===== config.mk =====
export PLATFORM = sky130hd
export DESIGN_NAME = beat_sequencer
export DESIGN_NICKNAME = d
export VERILOG_FILES = /design/src/rtl/beat_pkg.sv /design/src/rtl/step_timer.sv /design/src/rtl/beat_sequencer.sv
export SDC_FILE = /design/constraint.sdc
export NUM_CORES = 1
export LEC_CHECK = 0
export ABC_AREA = 1
export CAP_MARGIN = 40
export CORE_ASPECT_RATIO = 1.2
export CORE_MARGIN = 3
export CORE_UTILIZATION = 48
export DETAILED_ROUTE_END_ITERATION = 8
export PLACE_DENSITY = 0.72
export SYNTH_ARGS = -nofsm -noshare
export SYNTH_HDL_FRONTEND = slang
export SYNTH_SLANG_ARGS = --single-unit

===== constraint.sdc =====
create_clock -name clk -period 2.47 [get_ports clk]
set_input_delay 0.494 -clock clk [delete_from_list [all_inputs] [get_ports clk]]
set_output_delay 0.494 -clock clk [all_outputs]
set_load 0.02 [all_outputs]

===== src/rtl/beat_pkg.sv =====
// Constants and FSM state type shared by the beat sequencer, the chart ROM and
// the note renderer.
package beat_pkg;

    localparam int unsigned BEAT_CLK_HZ = 100_000_000;
    // One chart step lasts 0.1 s.
    localparam int unsigned STEP_PERIOD = BEAT_CLK_HZ / 10;
    localparam int unsigned BEAT_DEPTH  = 600;
    localparam int unsigned BEAT_LANES  = 4;
    localparam int unsigned BEAT_ADDR_W = 16;

    typedef enum logic [2:0] {
        StIdle,
        StIssue,
        StRead,
        StWait,
        StDone
    } seq_state_t;

endpackage


===== src/rtl/step_timer.sv =====
// Per-step tick counter: flags the final clock of a chart step.
module step_timer #(
    parameter int unsigned TICK_DIV = 8
) (
    input  logic clk,
    input  logic rst_n,
    input  logic i_clear,
    input  logic i_enable,
    output logic o_last
);

    localparam int unsigned      CNT_W = (TICK_DIV > 1) ? $clog2(TICK_DIV) : 1;
    localparam logic [CNT_W-1:0] LAST  = CNT_W'(TICK_DIV - 1);

    logic [CNT_W-1:0] r_cnt;

    always_ff @(posedge clk or negedge rst_n) begin
        if (!rst_n) begin
            r_cnt <= '0;
        end else if (i_clear) begin
            r_cnt <= '0;
        end else if (i_enable) begin
            r_cnt <= r_cnt + CNT_W'(1);
        end
    end

    assign o_last = (r_cnt == LAST);

endmodule


===== src/rtl/beat_sequencer.sv =====
// Chart playback reader: fetches one lane mask per step from the beat ROM and
// emits a one-cycle spawn pulse for it, paced by step_timer.
module beat_sequencer
    import beat_pkg::*;
#(
    parameter int unsigned CLK_HZ   = BEAT_CLK_HZ,
    parameter int unsigned TICK_DIV = CLK_HZ / 10,
    parameter int unsigned DEPTH    = BEAT_DEPTH,
    parameter int unsigned ADDR_W   = BEAT_ADDR_W,
    parameter int unsigned LANES    = BEAT_LANES
) (
    input  logic              clk,
    input  logic              rst_n,
    input  logic              start,
    input  logic              pause,
    input  logic              abort,
    output logic [ADDR_W-1:0] rom_addr,
    input  logic [LANES-1:0]  rom_data,
    output logic [LANES-1:0]  spawn,
    output logic              spawn_valid,
    output logic [ADDR_W-1:0] step_idx,
    output logic              playing,
    output logic              done
);

    localparam logic [ADDR_W-1:0] LAST_STEP = ADDR_W'(DEPTH - 1);

    seq_state_t        r_state;
    seq_state_t        w_state_d;
    logic [ADDR_W-1:0] r_step_idx;
    logic [ADDR_W-1:0] w_step_d;
    logic [ADDR_W-1:0] r_rom_addr;
    logic [LANES-1:0]  r_spawn;
    logic              r_spawn_valid;
    logic              w_last;
    logic              w_expire;
    logic              w_timer_clear;
    logic              w_timer_en;

    assign w_expire = (r_state == StWait) && !pause && w_last;

    // Fetch cycles always count; WAIT counts only while unpaused.
    assign w_timer_en    = (r_state == StIssue) || (r_state == StRead) ||
                           ((r_state == StWait) && !pause);
    assign w_timer_clear = (w_state_d == StIdle) || (w_state_d == StIssue) ||
                           (w_state_d == StDone);

    step_timer #(
        .TICK_DIV (TICK_DIV)
    ) u_step_timer (
        .clk      (clk),
        .rst_n    (rst_n),
        .i_clear  (w_timer_clear),
        .i_enable (w_timer_en),
        .o_last   (w_last)
    );

    always_comb begin
        w_state_d = r_state;
        w_step_d  = r_step_idx;
        unique case (r_state)
            StIdle: begin
                w_step_d = '0;
                if (start) begin
                    w_state_d = StIssue;
                end
            end
            StIssue: w_state_d = StRead;
            StRead:  w_state_d = StWait;
            StWait: begin
                if (w_expire) begin
                    if (r_step_idx == LAST_STEP) begin
                        w_state_d = StDone;
                    end else begin
                        w_state_d = StIssue;
                        w_step_d  = r_step_idx + ADDR_W'(1);
                    end
                end
            end
            StDone: begin
                if (start) begin
                    w_state_d = StIssue;
                    w_step_d  = '0;
                end
            end
            default: begin
                w_state_d = StIdle;
                w_step_d  = '0;
            end
        endcase
        if (abort) begin
            w_state_d = StIdle;
            w_step_d  = '0;
        end
    end

    // rom_addr follows the next step index so the ROM sees it during ISSUE.
    always_ff @(posedge clk or negedge rst_n) begin
        if (!rst_n) begin
            r_state       <= StIdle;
            r_step_idx    <= '0;
            r_rom_addr    <= '0;
            r_spawn       <= '0;
            r_spawn_valid <= 1'b0;
        end else begin
            r_state       <= w_state_d;
            r_step_idx    <= w_step_d;
            r_rom_addr    <= w_step_d;
            r_spawn_valid <= (r_state == StRead) && !abort;
            if (abort) begin
                r_spawn <= '0;
            end else if (r_state == StRead) begin
                r_spawn <= rom_data;
            end
        end
    end

    assign rom_addr    = r_rom_addr;
    assign spawn       = r_spawn;
    assign spawn_valid = r_spawn_valid;
    assign step_idx    = r_step_idx;
    assign playing     = (r_state == StIssue) || (r_state == StRead) || (r_state == StWait);
    assign done        = (r_state == StDone);

endmodule


---- Word-level counts from Yosys, hierarchy flattened ----
Index checks and enable logic that the tools add are counted.
Widths: inputs -> output; s select.
word-level totals
  bits of input ports ..................... 9
  bits in registers ....................... 48
  word-level logic and storage cells ...... 50
cells by class
  muxes and demuxes ....................... 14
  eq/ne operators ......................... 12
  reduce and logical (&&, ||, !) cells .... 17
  add/sub/neg operators ................... 2
operators by type and width
  kind                   count
  $mux 16                4
  $mux 24                2
  $pmux 16 s3            1
  $add 24x1->24 const B  1
  $eq 24x24->1 const B   1
  $add 16x1->16 const B  1
  $eq 16x10->1 const B   1
  $mux 3                 4
  $pmux 3 s4             1
  $ne 3x3->1 const B     3
  $mux 4                 2
  $eq 3x1->1 const B     2
  $eq 3x2->1 const B     2
  $eq 3x3->1 const B     2
  $logic_not 3->1        2
  $logic_or 1x1->1       5
  $reduce_and 4->1       1
  $reduce_bool 2->1      2
  $reduce_or 2->1        2
  $logic_and 1x1->1      3
  $logic_not 1->1        2
  $ne 2x1->1 const B     1

---- Longest topological paths before layout ----
Gate-level depths: netlist of run 1.
  word-level depth ........................ 10
  mapped depth ............................ 12

---- Hierarchy ----
From an unflattened synthesis of run 1, not the netlist that was laid out.
unflattened totals
  cells, all modules ...................... 460
  area, all modules ....................... 3178.0 um^2
by module, submodules not included
  module          times used  seq. area each (um^2)  area each (um^2)  cells an instance
  beat_sequencer  1           600.6                  1739.2            257
  step_timer      1           600.6                  1438.9            203

---- Worst setup path before layout of run 1 ----
Ideal clock, no wire load.
  path kind ............................... flip-flop to flip-flop
  start point ............................. register, netlist name rom_addr[0]
  end point ............................... register r_rom_addr[5] (netlist: rom_addr[5])
  cell stages (with the launch flop) ...... 13
  arrival ................................. 1594 ps
  clock period less this slack ............ 1713 ps
  slack ................................... 757 ps
  buffers on the path ..................... 1
  cells stage by stage .................... dfrtp_1 > ha_1 > nand2_1 > inv_1 > nand2_1 > nor2_1 > nand2_1 > nand3_2 > nand2_4 > nand2_4 > buf_6 > nand3_1 > nand2_1
RTL lines
  what                    line                   text
  end signal: assignment  beat_sequencer.sv:108  r_rom_addr <= w_step_d;
  end: declaration        beat_sequencer.sv:32   logic [ADDR_W-1:0] r_rom_addr;

---- Final worst setup path of run 1 ----
  start point ............................. register r_state[0]
  end point ............................... output port done
on the way
  word-level cells in the longest chain between the ends .. 1
RTL lines
  what                      line                   text
  start: declaration        beat_sequencer.sv:28   seq_state_t r_state;
  start signal: assignment  beat_sequencer.sv:100  r_state <= StIdle;
  start signal: assignment  beat_sequencer.sv:106  r_state <= w_state_d;
  $eq 3x3->1                beat_sequencer.sv:123  assign done = (r_state == StDone);
  end: declaration          beat_sequencer.sv:23   output logic done
No other way between the ends.

==> impl_metrics.tcl, run 1 <==
set metrics [dict create \
    cts_root_buf "clkbuf_8" \
    areaGrowthSynthToFinish_pct 17.24 \
    overflow 0 \
    drive_gt1_frac 0.06446 \
    holdBufCountCts 0 \
    syn_area_um2 3368 \
    post_drt_wl_per_cell_um 13.40 \
    async_reset_ff_frac 1.000 \
    skew_ps 11.84 \
    insertion_delay_ps 310 \
    maxSlewHeadroom 0.6468 \
    drt_first_iter_violations 135 \
    cp_data_required_time_ps 1980 \
    rrSetupSlack_ps 510 \
    post_cts_buffers 0 \
    drv_cap 0 \
    diodes 0 \
    cts.sinks 48 \
    hold_viol_final 0 \
    first_global_vias 3215 \
    grt_pass1_wl_um 14600 \
    ant_nets 0 \
    fmax_mhz 437.5 \
    ir_drop_uv 279.9 \
    setup_tns_ps 0 \
    placedCellCount 620 \
    yosysUniqueCellTypes 28 \
    fillers 619 \
    viasPerCell 5.277 \
    gp_congestion 0.9416 \
    clk_path_buf_depth 2 \
    start_kind "flip-flop" \
    worst-path-max-fanout 4 \
    yosysTopAreaCell "dfrtp_1" \
    start_util 0.5098 \
    regToRegStartpoint "u_step_timer.r_cnt[0]" \
    clkTransAtPathRegs_ps 90 \
    finalMaxSlewViolations 0 \
    drc 0 \
    period_needed_ps 2286 \
    power_density_nw_per_um2 435.6 \
    htreeDepth 2 \
    crit_type "flip-flop to output port" \
    grtUsageTotal 0.2262 \
    r2r_end "rom_addr[6]" \
    synthFlopType "dfrtp_1" \
    pre_cts_slack_ps 455.8 \
    ys_seq_elements 48 \
    synthTopCellsByArea "dfrtp_1, nand2_1, nor2_1" \
    yosysMostFrequentCell "nand2_1" \
    finalNetCount 553 \
    r2r_cells 10 \
    synth_edf_count 0 \
    ys_seq_area_frac 0.3566 \
    die_h_um 97.77 \
    p_leak_nw 1.707 \
    yosysTopAreaCellShare 0.3566 \
    cts_buffers 5 \
    dieArea_um2 8063 \
    hp-class "input pin to asynchronous set/reset pin" \
    dp_hpwl_um 6366 \
    worst_slew_pin_slew_ps 529.8 \
    synth_common_cells "nand2_1, nor2_1, nand3_1" \
    cts_tree "built" \
    pin_count 48 \
    worst_slack_ps 184.3 \
    cp.arrival_ps 1790 \
    fin_crit_sh 0.9254 \
    end_kind "output port" \
    layout.cells.non_filler 628 \
    drt_pass1_iterations 4 \
    vias 3314 \
    drt-total-wl_um 8414 \
    synthCells 510 \
    antenna_found_initial 0 \
    die_w_um 82.47 \
    setup_violations 0 \
    syn_area_per_cell_um2 6.604 \
    rsz0062_at_grt "no" \
    syn-num-nets 521 \
    grt_max_degree 35 \
    status "finished, final reports clean" \
    yosys_warnings 0 \
    io_buffers 47 \
    core_um2 6606 \
    rows 32 \
    postCtsResizedCells 0 \
]
[area by class of cell]
type	count	area [um2]	area share
Timing Repair Buffer	53	523.0	0.1324
Clock buffer	5	68.82	0.01743
Multi-Input combinational cell	389	1812	0.4588
Tap cell	85	106.4	0.02693
Inverter	45	168.9	0.04278
Sequential cell	48	1201	0.3042
Clock inverter	3	68.82	0.01743
[where the power goes]
group	internal [mW]	switching [mW]	leakage, nW
registers	0.795	0.00843	0.668
clock network	0.408	0.279	0.0687
logic	0.0656	0.164	0.970
[flip-flops by register name, summed over array words and instances, names as in the netlist]
name and cells:
rom_addr 16, spawn_valid 1, r_state 3, u_step_timer.r_cnt 24, spawn 4
[per-layer routing]
metal	global-route usage	up-vias	wire length (um)
li1	-	1681	-
met1	0.2710	1531	3373
met2	0.4006	85	4458
met3	0.03229	17	376
met4	0.07928	0	205
met5	0	-	0
[critical path, stage by stage, from the launching register on]
cell,delay (ps)
dfrtp_1,430
nor2_1,260
inv_1,100
nor2_1,90
clkdlybuf4s50_1,610
[worst max path at each step]
stage	to	from	slack, ps
global route	done	r_state[0]	70
CTS	done	r_state[0]	160
floorplan	rom_addr[5]	rom_addr[0]	760
detailed placement	u_step_timer.r_cnt[8]	pause	460
finish	done	r_state[0]	180
global placement	u_step_timer.r_cnt[11]	pause	470
[per-stage QoR]
step / util / instance area, um2 / hold slack, ps / power (mW)
after detailed placement: 0.5769 / 3811 / 501.8 / 1.051
final: 0.5977 / 3949 / 152.1 / 1.720
after CTS: 0.5977 / 3949 / 162.8 / 1.744
after floorplan: - / 3368 / 198.4 / 0.9620
after global routing: 0.5977 / 3949 / 176.3 / 1.795
after global placement: 0.5769 / 3811 / 501.0 / 1.048
[cell families (layout without fill, tap and decap cells)]
group	count (synthesis)	count (layout)	synth area share
AOI/OAI and AO/OA	15	15	0.02229
xor gates and xnor gates	14	14	0.03640
adders and majority gates	2	2	0.007428
buffers and inverters	73	106	0.1055
DFF	48	48	0.3566
and+or+nand+nor	358	358	0.4718
[layout by cell type, fill, tap and decap left out]
master           count
nand2_1            156
nor2_1              87
nand3_1             57
dfrtp_1             48
clkdlybuf4s50_1     46
inv_1               43
nand4_1             30
xor2_1              12
o21ai_0              8
nor3_1               7
nand2_2              6
clkbuf_8             5
buf_4                5
nor2_2               4
a21oi_1              4
nor2_4               3
o21ai_1              3
nand3_2              2
nand2_4              2
xnor2_1              2
ha_1                 2
bufinv_16            2
inv_2                1
nor3_2               1
clkinv_1             1
or2_2                1
nor3b_1              1
and3_1               1
inv_6                1
buf_2                1
buf_12               1
Note: power is estimated with default switching activity, not from simulation.
==> run 2: changes to the inputs <==
- clock period: 2.47 -> 2.5 ns (I/O delays scaled with it)
==> run 2 against run 1 <==
Final area fell by 0.57%. Clock power shrank 16%. Total power fell by 7.3%. Hold slack better by 7.7 ps. Clock skew grew 1.9 ps. Sequential cell count did not move. Utilization is 0.34 points lower. Critical path depth unchanged. Setup slack improved by 15 ps. Register-to-register slack about the same. Critical path type unchanged.
==> impl_metrics.tcl, run 2 (synthesis gave the netlist of run 1 again) <==
set metrics [dict create \
    fillers 645 \
    antenna_found_initial 0 \
    finalMaxSlewViolations 0 \
    post_cts_buffers 0 \
    post-route-util 0.5943 \
    final_cell_mix "nand2_1, nor2_1, nand3_1, dfrtp_1, clkdlybuf4s50_1" \
    p_seq_frac 0.498 \
    setup_tns_ps 0 \
    combPwrFrac 0.141 \
    hold_viol_final 0 \
    power_density_nw_per_um2 406.2 \
    pin_count 48 \
    areaGrowthSynthToFinish_pct 16.57 \
    stdcell_area_um2 3926 \
    drive_gt1_frac 0.06446 \
    start_kind "flip-flop" \
    dp_hpwl_um 6386 \
    clk_path_buf_depth 2 \
    setup_violations 0 \
    insertion_delay_ps 310 \
    rsz0062_at_grt "no" \
    ant_nets 0 \
    maxSlewHeadroom 0.6458 \
    clkTransAtPathRegs_ps 100 \
    drc 0 \
    final_common_cell "nand2_1" \
    cts_tree "built" \
    fmax_mhz 434.7 \
    status "finished, final reports clean" \
    start_util 0.5098 \
    skew_ps 13.78 \
    core_um2 6606 \
    netSwitchingFraction 0.2775 \
    grtUsageTotal 0.2236 \
    cts_buffers 5 \
    pwr-share-clk 0.361 \
    period_needed_ps 2300 \
    drv_cap 0 \
    htreeDepth 2 \
    holdBufCountCts 0 \
    internal-power_mw 1.152 \
    postCtsResizedCells 0 \
    grt_max_degree 35 \
    worst_slew_pin_slew_ps 531.4 \
    gp_congestion 0.9432 \
    rows 32 \
    overflow 0 \
    first_global_vias 3177 \
    io_buffers 47 \
    fin_crit_sh 0.9202 \
    cts.sinks 48 \
    finalNetCount 553 \
    cts_root_buf "clkbuf_8" \
    hp-class "input pin to asynchronous set/reset pin" \
    drt_pass1_iterations 4 \
    drt-total-wl_um 8314 \
    p_leak_nw 1.693 \
    cp.arrival_ps 1800 \
    viasPerCell 5.231 \
    largest_reg_flops 24 \
    grt_pass1_wl_um 14330 \
    worst-path-max-fanout 4 \
    end_kind "output port" \
    vias 3285 \
    crit_type "flip-flop to output port" \
    cp_data_required_time_ps 2000 \
    dieArea_um2 8063 \
    p_sw_mw 0.4426 \
    post_drt_wl_per_cell_um 13.24 \
    top_register "u_step_timer.r_cnt" \
    die_w_um 82.47 \
    placed_area_um2 3811 \
    die_h_um 97.77 \
    diodes 0 \
    ir_drop_uv 313.3 \
    drt_first_iter_violations 123 \
]
-- run 2: cell types whose count changed in the layout (fill, tap and decap cells not counted), sizes merged --
cell / before / now
clkinvlp: 0 / 1
bufinv: 2 / 1
-- run 2: worst paths after layout --
path | slack [ps] | to | depth (start not counted) | from
worst max-delay path | 200 | done | 4 | r_state[0]
worst min-delay path | 160 | rom_addr[15] | 1 | rst_n
worst max register to register | 520 | rom_addr[13] | 10 | u_step_timer.r_cnt[0]
worst min register to register | 530 | spawn[0] | 2 | spawn[0]
max in group asynchronous | 1810 | u_step_timer.r_cnt[0] | 2 | rst_n
min in group clk | 530 | spawn[0] | 2 | spawn[0]
-- run 2: cell type report --
class | count | area, um2 | area share
multi-input cells | 389 | 1812 | 0.4614
repair buffers | 53 | 523.0 | 0.1332
clock inverters | 3 | 46.29 | 0.01179
well taps | 85 | 106.4 | 0.02709
clock buffers | 5 | 68.82 | 0.01753
inverters | 45 | 168.9 | 0.04302
flip-flops and latches | 48 | 1201 | 0.3059
-- run 2: per-layer routing --
| metal | track usage | share of wire | vias to the layer above |
|---|---|---|---|
| met5 | 0 | 0 | - |
| met4 | 0.06010 | 0.018 | 0 |
| met3 | 0.03137 | 0.030 | 16 |
| met2 | 0.4105 | 0.53 | 55 |
| met1 | 0.2631 | 0.42 | 1527 |
| li1 | - | - | 1687 |
-- run 2: critical path: stages, from the launching register on --
cell             delay [ps]
dfrtp_1                 430
nor2_1                  260
inv_1                   110
nor2_1                   90
clkdlybuf4s50_1         600
-- run 2: metrics by stage --
step                cells  power (mW)  setup slack, ps  hold slack [ps]
floorplan             510      0.9504            787.3            204.4
global placement      620       1.035            489.8            502.5
detailed placement    620       1.037            486.8            501.6
CTS                   628       1.617            187.3            170.5
global route          628       1.671            100.9            185.1
finish                628       1.595            199.6            159.9
-- run 2: power groups by stage --
| stage | clock network, mW | logic, mW | registers, mW |
|---|---|---|---|
| 6_report | 0.575 | 0.225 | 0.795 |
| 2_1_floorplan | 0 | 0.136 | 0.815 |
| 5_1_grt | 0.624 | 0.250 | 0.796 |
| 4_1_cts | 0.594 | 0.228 | 0.795 |
| 3_5_place_dp | 0 | 0.227 | 0.810 |
| 3_3_place_gp | 0 | 0.225 | 0.810 |
==> run 3: changes to the inputs <==
- SETUP_SLACK_MARGIN: not set -> 0.05
- SKIP_LAST_GASP: not set -> 1
==> results of run 3 <==
Final layout, timing and power as in run 2 (identical DEF).
